<file path="config.mk">
export PLATFORM = sky130hd
export DESIGN_NAME = btn_debouncer
export DESIGN_NICKNAME = d
export VERILOG_FILES = /design/src/rtl/btn_pkg.sv /design/src/rtl/sync_2ff.sv /design/src/rtl/btn_debouncer.sv
export SDC_FILE = /design/constraint.sdc
export NUM_CORES = 1
export LEC_CHECK = 0
export CORE_UTILIZATION = 30
export DETAILED_ROUTE_END_ITERATION = 8
export MAX_ROUTING_LAYER = met4
export PLACE_DENSITY = 0.43
export SYNTH_ARGS = -nofsm -noshare
export SYNTH_HDL_FRONTEND = slang
export SYNTH_SLANG_ARGS = --single-unit
</file>
<file path="constraint.sdc">
create_clock -name i_clk -period 4.3 [get_ports i_clk]
set_input_delay 0.86 -clock i_clk [delete_from_list [all_inputs] [get_ports i_clk]]
set_output_delay 0.86 -clock i_clk [all_outputs]
set_load 0.05 [all_outputs]
</file>
<file path="src/rtl/btn_pkg.sv">
// Shared types and defaults for the push-button debouncer.
// Holds the FSM state encoding, the 100 MHz default limits and a counter-width helper.
package btn_pkg;

  typedef enum logic [1:0] {
    S_IDLE,
    S_PRESS_CHK,
    S_HELD,
    S_RELEASE_CHK
  } btn_state_e;

  localparam int DEFAULT_DEBOUNCE_LIMIT = 1_000_000;
  localparam int DEFAULT_LONG_LIMIT     = 100_000_000;

  // A limit of 1 still needs one bit to hold the value 0.
  function automatic int cnt_width(input int limit);
    return (limit <= 2) ? 1 : $clog2(limit);
  endfunction

endpackage

</file>
<file path="src/rtl/sync_2ff.sv">
// Two-flop synchronizer for a single asynchronous level.
// Both flops clear to 0 on the asynchronous active-low reset.
module sync_2ff (
  input  logic i_clk,
  input  logic i_rst_n,
  input  logic i_d,
  output logic o_q
);

  logic meta_q;
  logic sync_q;

  always_ff @(posedge i_clk or negedge i_rst_n) begin
    if (!i_rst_n) begin
      meta_q <= 1'b0;
      sync_q <= 1'b0;
    end else begin
      meta_q <= i_d;
      sync_q <= meta_q;
    end
  end

  assign o_q = sync_q;

endmodule

</file>
<file path="src/rtl/btn_debouncer.sv">
// Push-button debouncer: synchronizes the raw level, qualifies press/release
// over DEBOUNCE_LIMIT stable samples and flags a long press after LONG_LIMIT held cycles.
module btn_debouncer
  import btn_pkg::*;
#(
  parameter int DEBOUNCE_LIMIT = DEFAULT_DEBOUNCE_LIMIT,
  parameter int LONG_LIMIT     = DEFAULT_LONG_LIMIT
) (
  input  logic i_clk,
  input  logic i_rst_n,
  input  logic i_btn,
  output logic o_btn_level,
  output logic o_press_pulse,
  output logic o_release_pulse,
  output logic o_long_pulse
);

  localparam int DW = cnt_width(DEBOUNCE_LIMIT);
  localparam int LW = cnt_width(LONG_LIMIT);
  localparam logic [DW-1:0] DLAST = DW'(DEBOUNCE_LIMIT - 1);
  localparam logic [LW-1:0] LLAST = LW'(LONG_LIMIT - 1);

  if (DEBOUNCE_LIMIT < 1 || LONG_LIMIT <= DEBOUNCE_LIMIT) begin : g_bad_limits
    $error("btn_debouncer: need DEBOUNCE_LIMIT >= 1 and LONG_LIMIT > DEBOUNCE_LIMIT");
  end

  logic          btn_s;
  btn_state_e    state_q;
  logic [DW-1:0] dcnt_q;
  logic [LW-1:0] lcnt_q;
  logic          fired_q;
  logic          level_q;
  logic          press_q;
  logic          release_q;
  logic          long_q;

  sync_2ff u_sync (
    .i_clk   (i_clk),
    .i_rst_n (i_rst_n),
    .i_d     (i_btn),
    .o_q     (btn_s)
  );

  // Pulses default low each cycle and are raised only on the qualifying transition,
  // so at most one of them can be high in any cycle.
  always_ff @(posedge i_clk or negedge i_rst_n) begin
    if (!i_rst_n) begin
      state_q   <= S_IDLE;
      dcnt_q    <= '0;
      lcnt_q    <= '0;
      fired_q   <= 1'b0;
      level_q   <= 1'b0;
      press_q   <= 1'b0;
      release_q <= 1'b0;
      long_q    <= 1'b0;
    end else begin
      press_q   <= 1'b0;
      release_q <= 1'b0;
      long_q    <= 1'b0;
      case (state_q)
        S_IDLE: begin
          if (btn_s) begin
            state_q <= S_PRESS_CHK;
            dcnt_q  <= '0;
          end
        end
        S_PRESS_CHK: begin
          if (!btn_s) begin
            state_q <= S_IDLE;
            dcnt_q  <= '0;
          end else if (dcnt_q == DLAST) begin
            state_q <= S_HELD;
            level_q <= 1'b1;
            press_q <= 1'b1;
            lcnt_q  <= '0;
            fired_q <= 1'b0;
          end else begin
            dcnt_q <= dcnt_q + DW'(1);
          end
        end
        S_HELD: begin
          if (!btn_s) begin
            state_q <= S_RELEASE_CHK;
            dcnt_q  <= '0;
          end else if (lcnt_q == LLAST) begin
            // Saturated: fire once, then sit here until release.
            if (!fired_q) begin
              long_q  <= 1'b1;
              fired_q <= 1'b1;
            end
          end else begin
            lcnt_q <= lcnt_q + LW'(1);
          end
        end
        S_RELEASE_CHK: begin
          if (btn_s) begin
            state_q <= S_HELD;
          end else if (dcnt_q == DLAST) begin
            state_q   <= S_IDLE;
            level_q   <= 1'b0;
            release_q <= 1'b1;
            lcnt_q    <= '0;
          end else begin
            dcnt_q <= dcnt_q + DW'(1);
          end
        end
        default: state_q <= S_IDLE;
      endcase
    end
  end

  assign o_btn_level     = level_q;
  assign o_press_pulse   = press_q;
  assign o_release_pulse = release_q;
  assign o_long_pulse    = long_q;

endmodule
</file>
==> results.cfg, run 1 <==
[outcome]
status = completed

[timing]
setup_tns_ns = 0
slew_viol_final = 0
period_minus_slack_ns = 3.07
clock_skew_ns = 0.0133
fmax_ghz = 0.326
worst_pin_slew_ns = 0.987
grt_setup_unrepaired = false
setup_viol = 0
timing_hold_violations_final = 0
max_slew_margin_pct = 33.7
post-route-period-util_pct = 71.4

[global_routing]
grt_pass1_wl_mm = 13.4
grt_pass1_vias = 2527
antenna_found_initial = 0
grt_usage_pct = 15.9
grt_max_degree = 44
grt_overflow = 0

[drt]
met1_length_mm = 4.21
drt_first_pass_iters = 5
wl_met2_mm = 3.39
drtAntennaViolNets = 0
first_iter_violations = 136
route.detailed.wl_per_inst_um = 16.5
dr_total_vias = 2589
drc = 0
wl_mm = 7.84
wl_met3_um = 174
highest_layer = met4
vias_per_cell = 5.45

[floorplanning]
core_um2 = 9910
die_area_um2 = 10800
std_cell_rows = 36
die_y_um = 104
initial_core_util_pct = 31.5
die_w_um = 104
io_pins = 7

[placement]
routabilityCongestion = 0.800
dp_hpwl_mm = 5.39
io_buffers = 6
post-place-cells = 467

[final_layout]
regArea_um2 = 1400
drive_gt1_share_pct = 7.31
num-nets-final = 346
antenna_cells = 0
fillers = 1048
syn_to_final_growth_pct = 8.71
finalNonFillerCells = 475
fin_util_pct = 34.2
multi_input_area_um2 = 1630

[critical_path]
cp_max_fo = 15
slowest_delay_ns = 0.78
cp-start-kind = flop
crit_arrival_ns = 3.32
worstPathRequired_ns = 4.55
crit_type = reg -> reg
path_cells = or4b_2, or4_1, nor2_1, o311ai_0, nand2_1
crit_buf_inv = 0
critPathCaptureType = flop
worst_path_max_delay_cell = nor2_1
critical-path-top-delay-family = simple AND/OR/NAND/NOR gates

[synthesis]
ys_seq_area_share_pct = 44.9
synth_top_flop_cell = dfrtp_1
synth_top_area_cell = dfrtp_1
synth_area_um2 = 3120
synthTopCellsByArea = dfrtp_1 45%, a21oi_1 4.5%, nand2_1 4.2%
ys_types = 49
synth_nets = 345
synth_edf_count = 0
async_reset_ff_share_pct = 100
syn_avg_cell_area_um2 = 9.17
synth.top_cell.area_share_pct = 44.9
yosys_warnings = 0
synth-seq-cells = 56
synthTopCellsByCount = 56 x dfrtp_1, 35 x nand2_1, 28 x a21oi_1, 25 x nor2_1
postSynthCellCount = 340
synth_most_common_cell = dfrtp_1

[power]
irDropWorstVdd_v = 0.000144
p_total_uw = 893
power.density_nw_per_um2 = 263
p_leak_uw = 0.00125

[clock_tree]
cts_max_path_buffers = 2
ctsResizeCount = 0
cts_tree = built
cts_root_buffer = clkbuf_8
clkLatencyLatePin_ns = 0.32
ctsHtreeMaxLevel = 2
cts.sinks = 56
path_clk_slew_ns = 0.11
numCtsBuffers = 5
cts_setup_buffers = 0
ctsHoldBuffers = 0

[flow_run]
maxCapViolations = 0

[hold_path]
hold_class = reg -> reg
[routing by layer]
| metal | up-vias | track usage [%] |
|---|---|---|
| met5 | - | - |
| met4 | 0 | 3.88 |
| met3 | 8 | 2.82 |
| met2 | 29 | 23.2 |
| met1 | 1264 | 22.8 |
| li1 | 1288 | - |
[logic make-up (layout without fill, tap and decap cells)]
kind of cell | after synthesis | after routing | synth area share (%)
DFF | 56 | 56 | 44.9
AOI/OAI and AO/OA | 81 | 81 | 16.4
buffers and inverters | 22 | 24 | 2.93
muxes | 3 | 3 | 1.00
adders and majority gates | 2 | 2 | 0.802
xor gates and xnor gates | 15 | 15 | 4.21
and+or+nand+nor | 161 | 161 | 29.7
[worst paths after layout]
| kind | startpoint | endpoint | slack (ns) | cells past startpoint |
|---|---|---|---|---|
| max in group asynchronous | i_rst_n | dcnt_q[0] | 2.89 | 2 |
| max reg2reg | flop | lcnt_q[11] | 1.23 | 5 |
| min in group asynchronous | i_rst_n | lcnt_q[24] | 0.53 | 1 |
| min | u_sync.meta_q | u_sync.o_q | 0.36 | 0 |
| min reg2reg | u_sync.meta_q | u_sync.o_q | 0.36 | 0 |
| max | flop | lcnt_q[11] | 1.23 | 5 |
[state kept, by name, summed over array words and instances, names as in the netlist, named ones only]
register	count
u_sync.meta_q	1
state_q	1
o_press_pulse	1
lcnt_q	27
o_btn_level	1
u_sync.o_q	1
dcnt_q	20
o_release_pulse	1
fired_q	1
o_long_pulse	1
[power breakdown]
group / switching [µW] / internal (µW)
Sequential: 8.29 / 532
Combinational: 28.3 / 12.2
Clock: 183 / 129
[layout by cell type, fill, tap and decap left out, drive strengths merged, types with 4 or more instances in the layout]
cell type,n
o31ai,15
nor2,25
nand3,13
nand4b,4
clkdlybuf4s50,5
clkbuf,6
a211oi,4
o21ai,17
or4,19
and3,5
inv,7
dfrtp,56
and2,5
buf,4
and4,5
xnor2,13
nand4,17
nand2,35
a21oi,28
or3,10
nor4,5
or4b,4
[cell type report]
class / count / share of cell area [%]
Sequential cell: 56 / 41.3
Clock buffer: 6 / 2.44
Tap cell: 133 / 4.91
Inverter: 7 / 0.775
Timing Repair Buffer: 9 / 2.29
Multi-Input combinational cell: 262 / 48.0
Clock inverter: 2 / 0.295
[stage by stage]
stage,hold WS [ns],setup slack [ns],cell area (µm²)
6_report,0.357,1.23,3390
4_1_cts,0.362,1.27,3390
2_1_floorplan,0.331,1.69,3120
5_1_grt,0.395,0.983,3390
3_5_place_dp,0.337,1.30,3300
3_3_place_gp,0.335,1.35,3300
Note: power is estimated with default switching activity, not from simulation.
==> run 2: changes to the inputs <==
clock period = 3 ns   (was 4.3 ns; I/O delays follow)
==> run 2 against run 1 <==
Compared with the run above: wire length shrank 1.1%; core utilization grew 0.77 points; non-clock buffer count rose by 10; register-to-register slack lost 0.96 ns; power is 44% higher; highest routed layer unchanged; combinational power is 58% higher.
==> results.cfg, run 2 (synthesis gave the netlist of run 1 again) <==
[hold_path]
hold_class = in -> async

[timing]
max_slew_margin_pct = 52.4
fmax_ghz = 0.366
setup_viol = 0
grt_setup_unrepaired = false
setup_tns_ns = 0
worst_pin_slew_ns = 0.714
post-route-period-util_pct = 91.0
whs_ns = 0.306
timing_hold_violations_final = 0
slew_viol_final = 0
clock_skew_ns = 0.00891
period_minus_slack_ns = 2.73

[final_layout]
layout.cells.most_common_list = 56 x dfrtp_1, 35 x nand2_1, 28 x a21oi_1
syn_to_final_growth_pct = 11.2
fin_area_um2 = 3470
drive_gt1_share_pct = 9.66
fin_util_pct = 35.0
layout_commonest_cell = dfrtp_1
fillers = 1037
reg.largest.list = lcnt_q: 27 flops, dcnt_q: 20 flops
top_register = lcnt_q
finalNonFillerCells = 485
num-nets-final = 356
antenna_cells = 0
largest_register_ffs = 27

[floorplanning]
die_y_um = 104
io_pins = 7
std_cell_rows = 36
initial_core_util_pct = 31.5
die_w_um = 104
core_um2 = 9910
die_area_um2 = 10800

[critical_path]
critPathCaptureType = flop
crit_arrival_ns = 2.99
cp-start-kind = flop
worstPathRequired_ns = 3.26
ff2ff_path_depth = 5
cp_max_fo = 43
crit_type = reg -> reg

[drt]
met1_length_mm = 3.91
dr_total_vias = 2651
wl_met3_um = 269
wl_met2_mm = 3.43
highest_layer = met4
first_iter_violations = 129
vias_per_cell = 5.47
route.detailed.wl_per_inst_um = 16.0
wl_mm = 7.75
drc = 0
drtAntennaViolNets = 0
drt_first_pass_iters = 4

[placement]
post-place-cells = 477
routabilityCongestion = 0.763
io_buffers = 6
dpl_cell_area_um2 = 3370
dp_hpwl_mm = 5.36

[global_routing]
grt_max_degree = 44
grt_pass1_wl_mm = 13.4
grt_usage_pct = 16.2
grt_overflow = 0
grt_pass1_vias = 2580
antenna_found_initial = 0

[flow_run]
maxCapViolations = 0

[power]
power.density_nw_per_um2 = 372
p_leak_uw = 0.00129
irDropWorstVdd_v = 0.000216

[clock_tree]
clkLatencyLatePin_ns = 0.34
ctsResizeCount = 0
ctsHoldBuffers = 0
cts.sinks = 56
cts_tree = built
path_clk_slew_ns = 0.10
cts_max_path_buffers = 2
cts_root_buffer = clkbuf_8
numCtsBuffers = 5
cts_setup_buffers = 0
ctsHtreeMaxLevel = 2

[outcome]
status = completed
-- run 2: changes by cell type in the layout (fill, tap and decap cells not counted) --
cell | before | now
clkbuf_1 | 0 | 1
clkinvlp_4 | 0 | 1
clkinv_2 | 2 | 0
buf_4 | 3 | 13
-- run 2: per-layer routing --
metal,vias up,track usage [%]
li1,1306,-
met1,1295,22.2
met2,42,23.3
met3,8,2.82
met4,0,7.14
met5,-,-
-- run 2: critical path, stage by stage (launching register included) --
cell and delay, ns:
dfrtp_1 0.47, or4b_4 0.57, or4_4 0.55, o21a_4 0.36
or4_1 0.54, a21oi_1 0.15
-- run 2: metrics by stage --
stage / total power [µW] / worst slack [ns]
final: 1290 / 0.270
after floorplan: 817 / 0.393
after global routing: 1350 / 0.162
after detailed placement: 852 / 0.318
after CTS: 1320 / 0.279
after global placement: 853 / 0.347
-- run 2: worst paths after layout --
| kind | from | to | slack (ns) |
|---|---|---|---|
| min reg2reg | u_sync.meta_q | u_sync.o_q | 0.36 |
| max in group asynchronous | i_rst_n | dcnt_q[18] | 2.04 |
| max reg2reg | dcnt_q[8] | lcnt_q[21] | 0.27 |
| min | i_rst_n | lcnt_q[12] | 0.31 |
| min in group i_clk | u_sync.meta_q | u_sync.o_q | 0.36 |
| max | dcnt_q[8] | lcnt_q[21] | 0.27 |
-- run 2: layout make-up --
type	count	area, µm²	area share [%]
clock buffer	7	86.3	2.49
clock inverter	1	7.51	0.217
inverter	7	26.3	0.758
multi-input combinational	262	1630	46.9
sequential	56	1400	40.4
tap	133	166	4.80
timing repair buffer	19	153	4.40
-- run 2: power by group --
group | switching, µW | internal (µW) | leakage [µW]
clock | 265 | 188 | 0.0000445
combinational | 43.8 | 20.2 | 0.000476
sequential | 8.12 | 763 | 0.000774
total | 317 | 971 | 0.00129
==> run 3: changes to the inputs <==
CORE_UTILIZATION = 40   (was 30)
PLACE_DENSITY = 0.54   (was 0.43)
==> run 3 against run 2 <==
Compared with the run above: first-iteration DRC count is 5.4% lower; critical path depth is the same; combinational power rose by 4.5%; critical endpoint unchanged; sequential power barely moved.
==> results.cfg, run 3 (synthesis gave the netlist of run 1 again) <==
[floorplanning]
std_cell_rows = 31
core_um2 = 7410
die_area_um2 = 8150
die_w_um = 90.3
io_pins = 7
initial_core_util_pct = 42.1
die_y_um = 90.3

[drt]
drt_first_pass_iters = 4
dr_total_vias = 2669
wl_mm = 7.24
vias_per_cell = 5.93
drc = 0
drtAntennaViolNets = 0
route.detailed.wl_per_inst_um = 16.1
first_iter_violations = 122

[final_layout]
layout.cells.most_common_list = 56 x dfrtp_1, 35 x nand2_1, 28 x a21oi_1
top_register = lcnt_q
reg.largest.list = lcnt_q: 27 flops, dcnt_q: 20 flops
layout_commonest_cell = dfrtp_1
syn_to_final_growth_pct = 9.91
antenna_cells = 0
largest_register_ffs = 27
num-nets-final = 355
drive_gt1_share_pct = 9.69

[critical_path]
cp_max_fo = 43
rr_startpoint = dcnt_q[11]
path_cells = or4_4, or4_4, o21a_4, or4_1, a21oi_1
setup.worst_path.end = lcnt_q[21]
worstPathRequired_ns = 3.25
reg2reg_to = lcnt_q[21]
worst_path_max_delay_cell = or4_4
cp.depth = 5
crit_type = reg -> reg
critical-path-top-delay-family = simple AND/OR/NAND/NOR gates
ff2ff_path_depth = 5
rrSetupSlack_ns = 0.31
cp-start-kind = flop
crit_buf_inv = 0
critPathCaptureType = flop
crit_arrival_ns = 2.94
crit_top_cell = or4_4
cp-startpoint = dcnt_q[11]
slowest_delay_ns = 0.57

[timing]
post-route-period-util_pct = 89.7
setup_viol = 0
period_minus_slack_ns = 2.69
fmax_ghz = 0.372
grt_setup_unrepaired = false
timing_hold_violations_final = 0
max_slew_margin_pct = 47.2
worst_pin_slew_ns = 0.791
clock_skew_ns = 0.00860
setup_tns_ns = 0
slew_viol_final = 0

[clock_tree]
clkLatencyLatePin_ns = 0.31
cts_setup_buffers = 0
numCtsBuffers = 5
cts.sinks = 56
ctsResizeCount = 0
path_clk_slew_ns = 0.10
cts_root_buffer = clkbuf_8
ctsHtreeMaxLevel = 2
cts_tree = built
ctsHoldBuffers = 0
cts_max_path_buffers = 2

[power]
clockPowerShare_pct = 34.2
p_total_uw = 1270
p_int_uw = 970
comb_power_share_pct = 5.2
power.switching_uw = 305
pwr-share-seq_pct = 60.5
irDropWorstVdd_v = 0.000228
p_leak_uw = 0.00130
p_sw_share_pct = 23.9
power.density_nw_per_um2 = 372

[placement]
dp_hpwl_mm = 5.03
routabilityCongestion = 0.821
io_buffers = 6

[global_routing]
grt_pass1_vias = 2457
grt_max_degree = 44
antenna_found_initial = 0
grt_overflow = 0
grt_pass1_wl_mm = 12.4
grt_usage_pct = 19.4

[outcome]
status = completed

[flow_run]
maxCapViolations = 0

[hold_path]
hold_class = in -> async
## run 3: cell count changes in the layout (fill, tap and decap cells not counted), sizes merged
cell,previous run,this run
clkinv,0,2
buf,14,13
clkbuf,7,6
clkinvlp,1,0
## run 3: stage by stage
stage                     area [µm²]  hold WS (ns)  cells  setup WS, ns  utilization [%]
final                           3430         0.356    450         0.308             46.3
after global routing            3430         0.375    450         0.184             46.3
after CTS                       3430         0.362    450         0.298             46.3
after detailed placement        3330         0.338    442         0.325             45.0
after global placement          3330         0.334    442         0.351             45.0
after floorplan                 3120         0.304    340         0.393                -
## run 3: power groups by stage
| stage | registers (µW) | logic [µW] | clock network (µW) |
|---|---|---|---|
| 2_1_floorplan | 784 | 33.4 | 0 |
| 3_3_place_gp | 786 | 67.9 | 0 |
| 3_5_place_dp | 786 | 69.2 | 0 |
| 4_1_cts | 771 | 69.6 | 458 |
| 5_1_grt | 773 | 79.4 | 482 |
| 6_report | 771 | 66.9 | 436 |
## run 3: how the worst min path moves through the flow
stage / startpoint / end / depth (start not counted)
global route: u_sync.meta_q / u_sync.o_q / 0
floorplan: i_rst_n / async pin / 0
detailed placement: u_sync.meta_q / u_sync.o_q / 0
CTS: u_sync.meta_q / u_sync.o_q / 0
global placement: u_sync.meta_q / u_sync.o_q / 0
finish: i_rst_n / lcnt_q[22] / 1
## run 3: worst reg2reg max path, delay by kind of cell, from the launching register on
kind	cells	cell delay, ns
AO/OA/AOI/OAI	2	0.51
flip-flops	1	0.44
AND/OR/NAND/NOR	3	1.67
## run 3: layer usage
| metal | up-vias | GRT usage (%) | wire, µm | share of wire, % |
|---|---|---|---|---|
| met3 | 9 | 2.78 | 222 | 3.1 |
| met2 | 46 | 28.0 | 3090 | 43 |
| met1 | 1305 | 28.8 | 3860 | 53 |
| met4 | 0 | 4.70 | 69 | 0.95 |
| li1 | 1309 | - | - | - |
| met5 | - | - | 0 | 0 |
## run 3: area by class of cell
type,count,area [µm²]
Fill cell,721,3980
Multi-Input combinational cell,262,1630
Sequential cell,56,1400
Timing Repair Buffer,18,158
Tap cell,99,124
Clock buffer,6,82.6
Inverter,7,26.3
Clock inverter,2,10.0
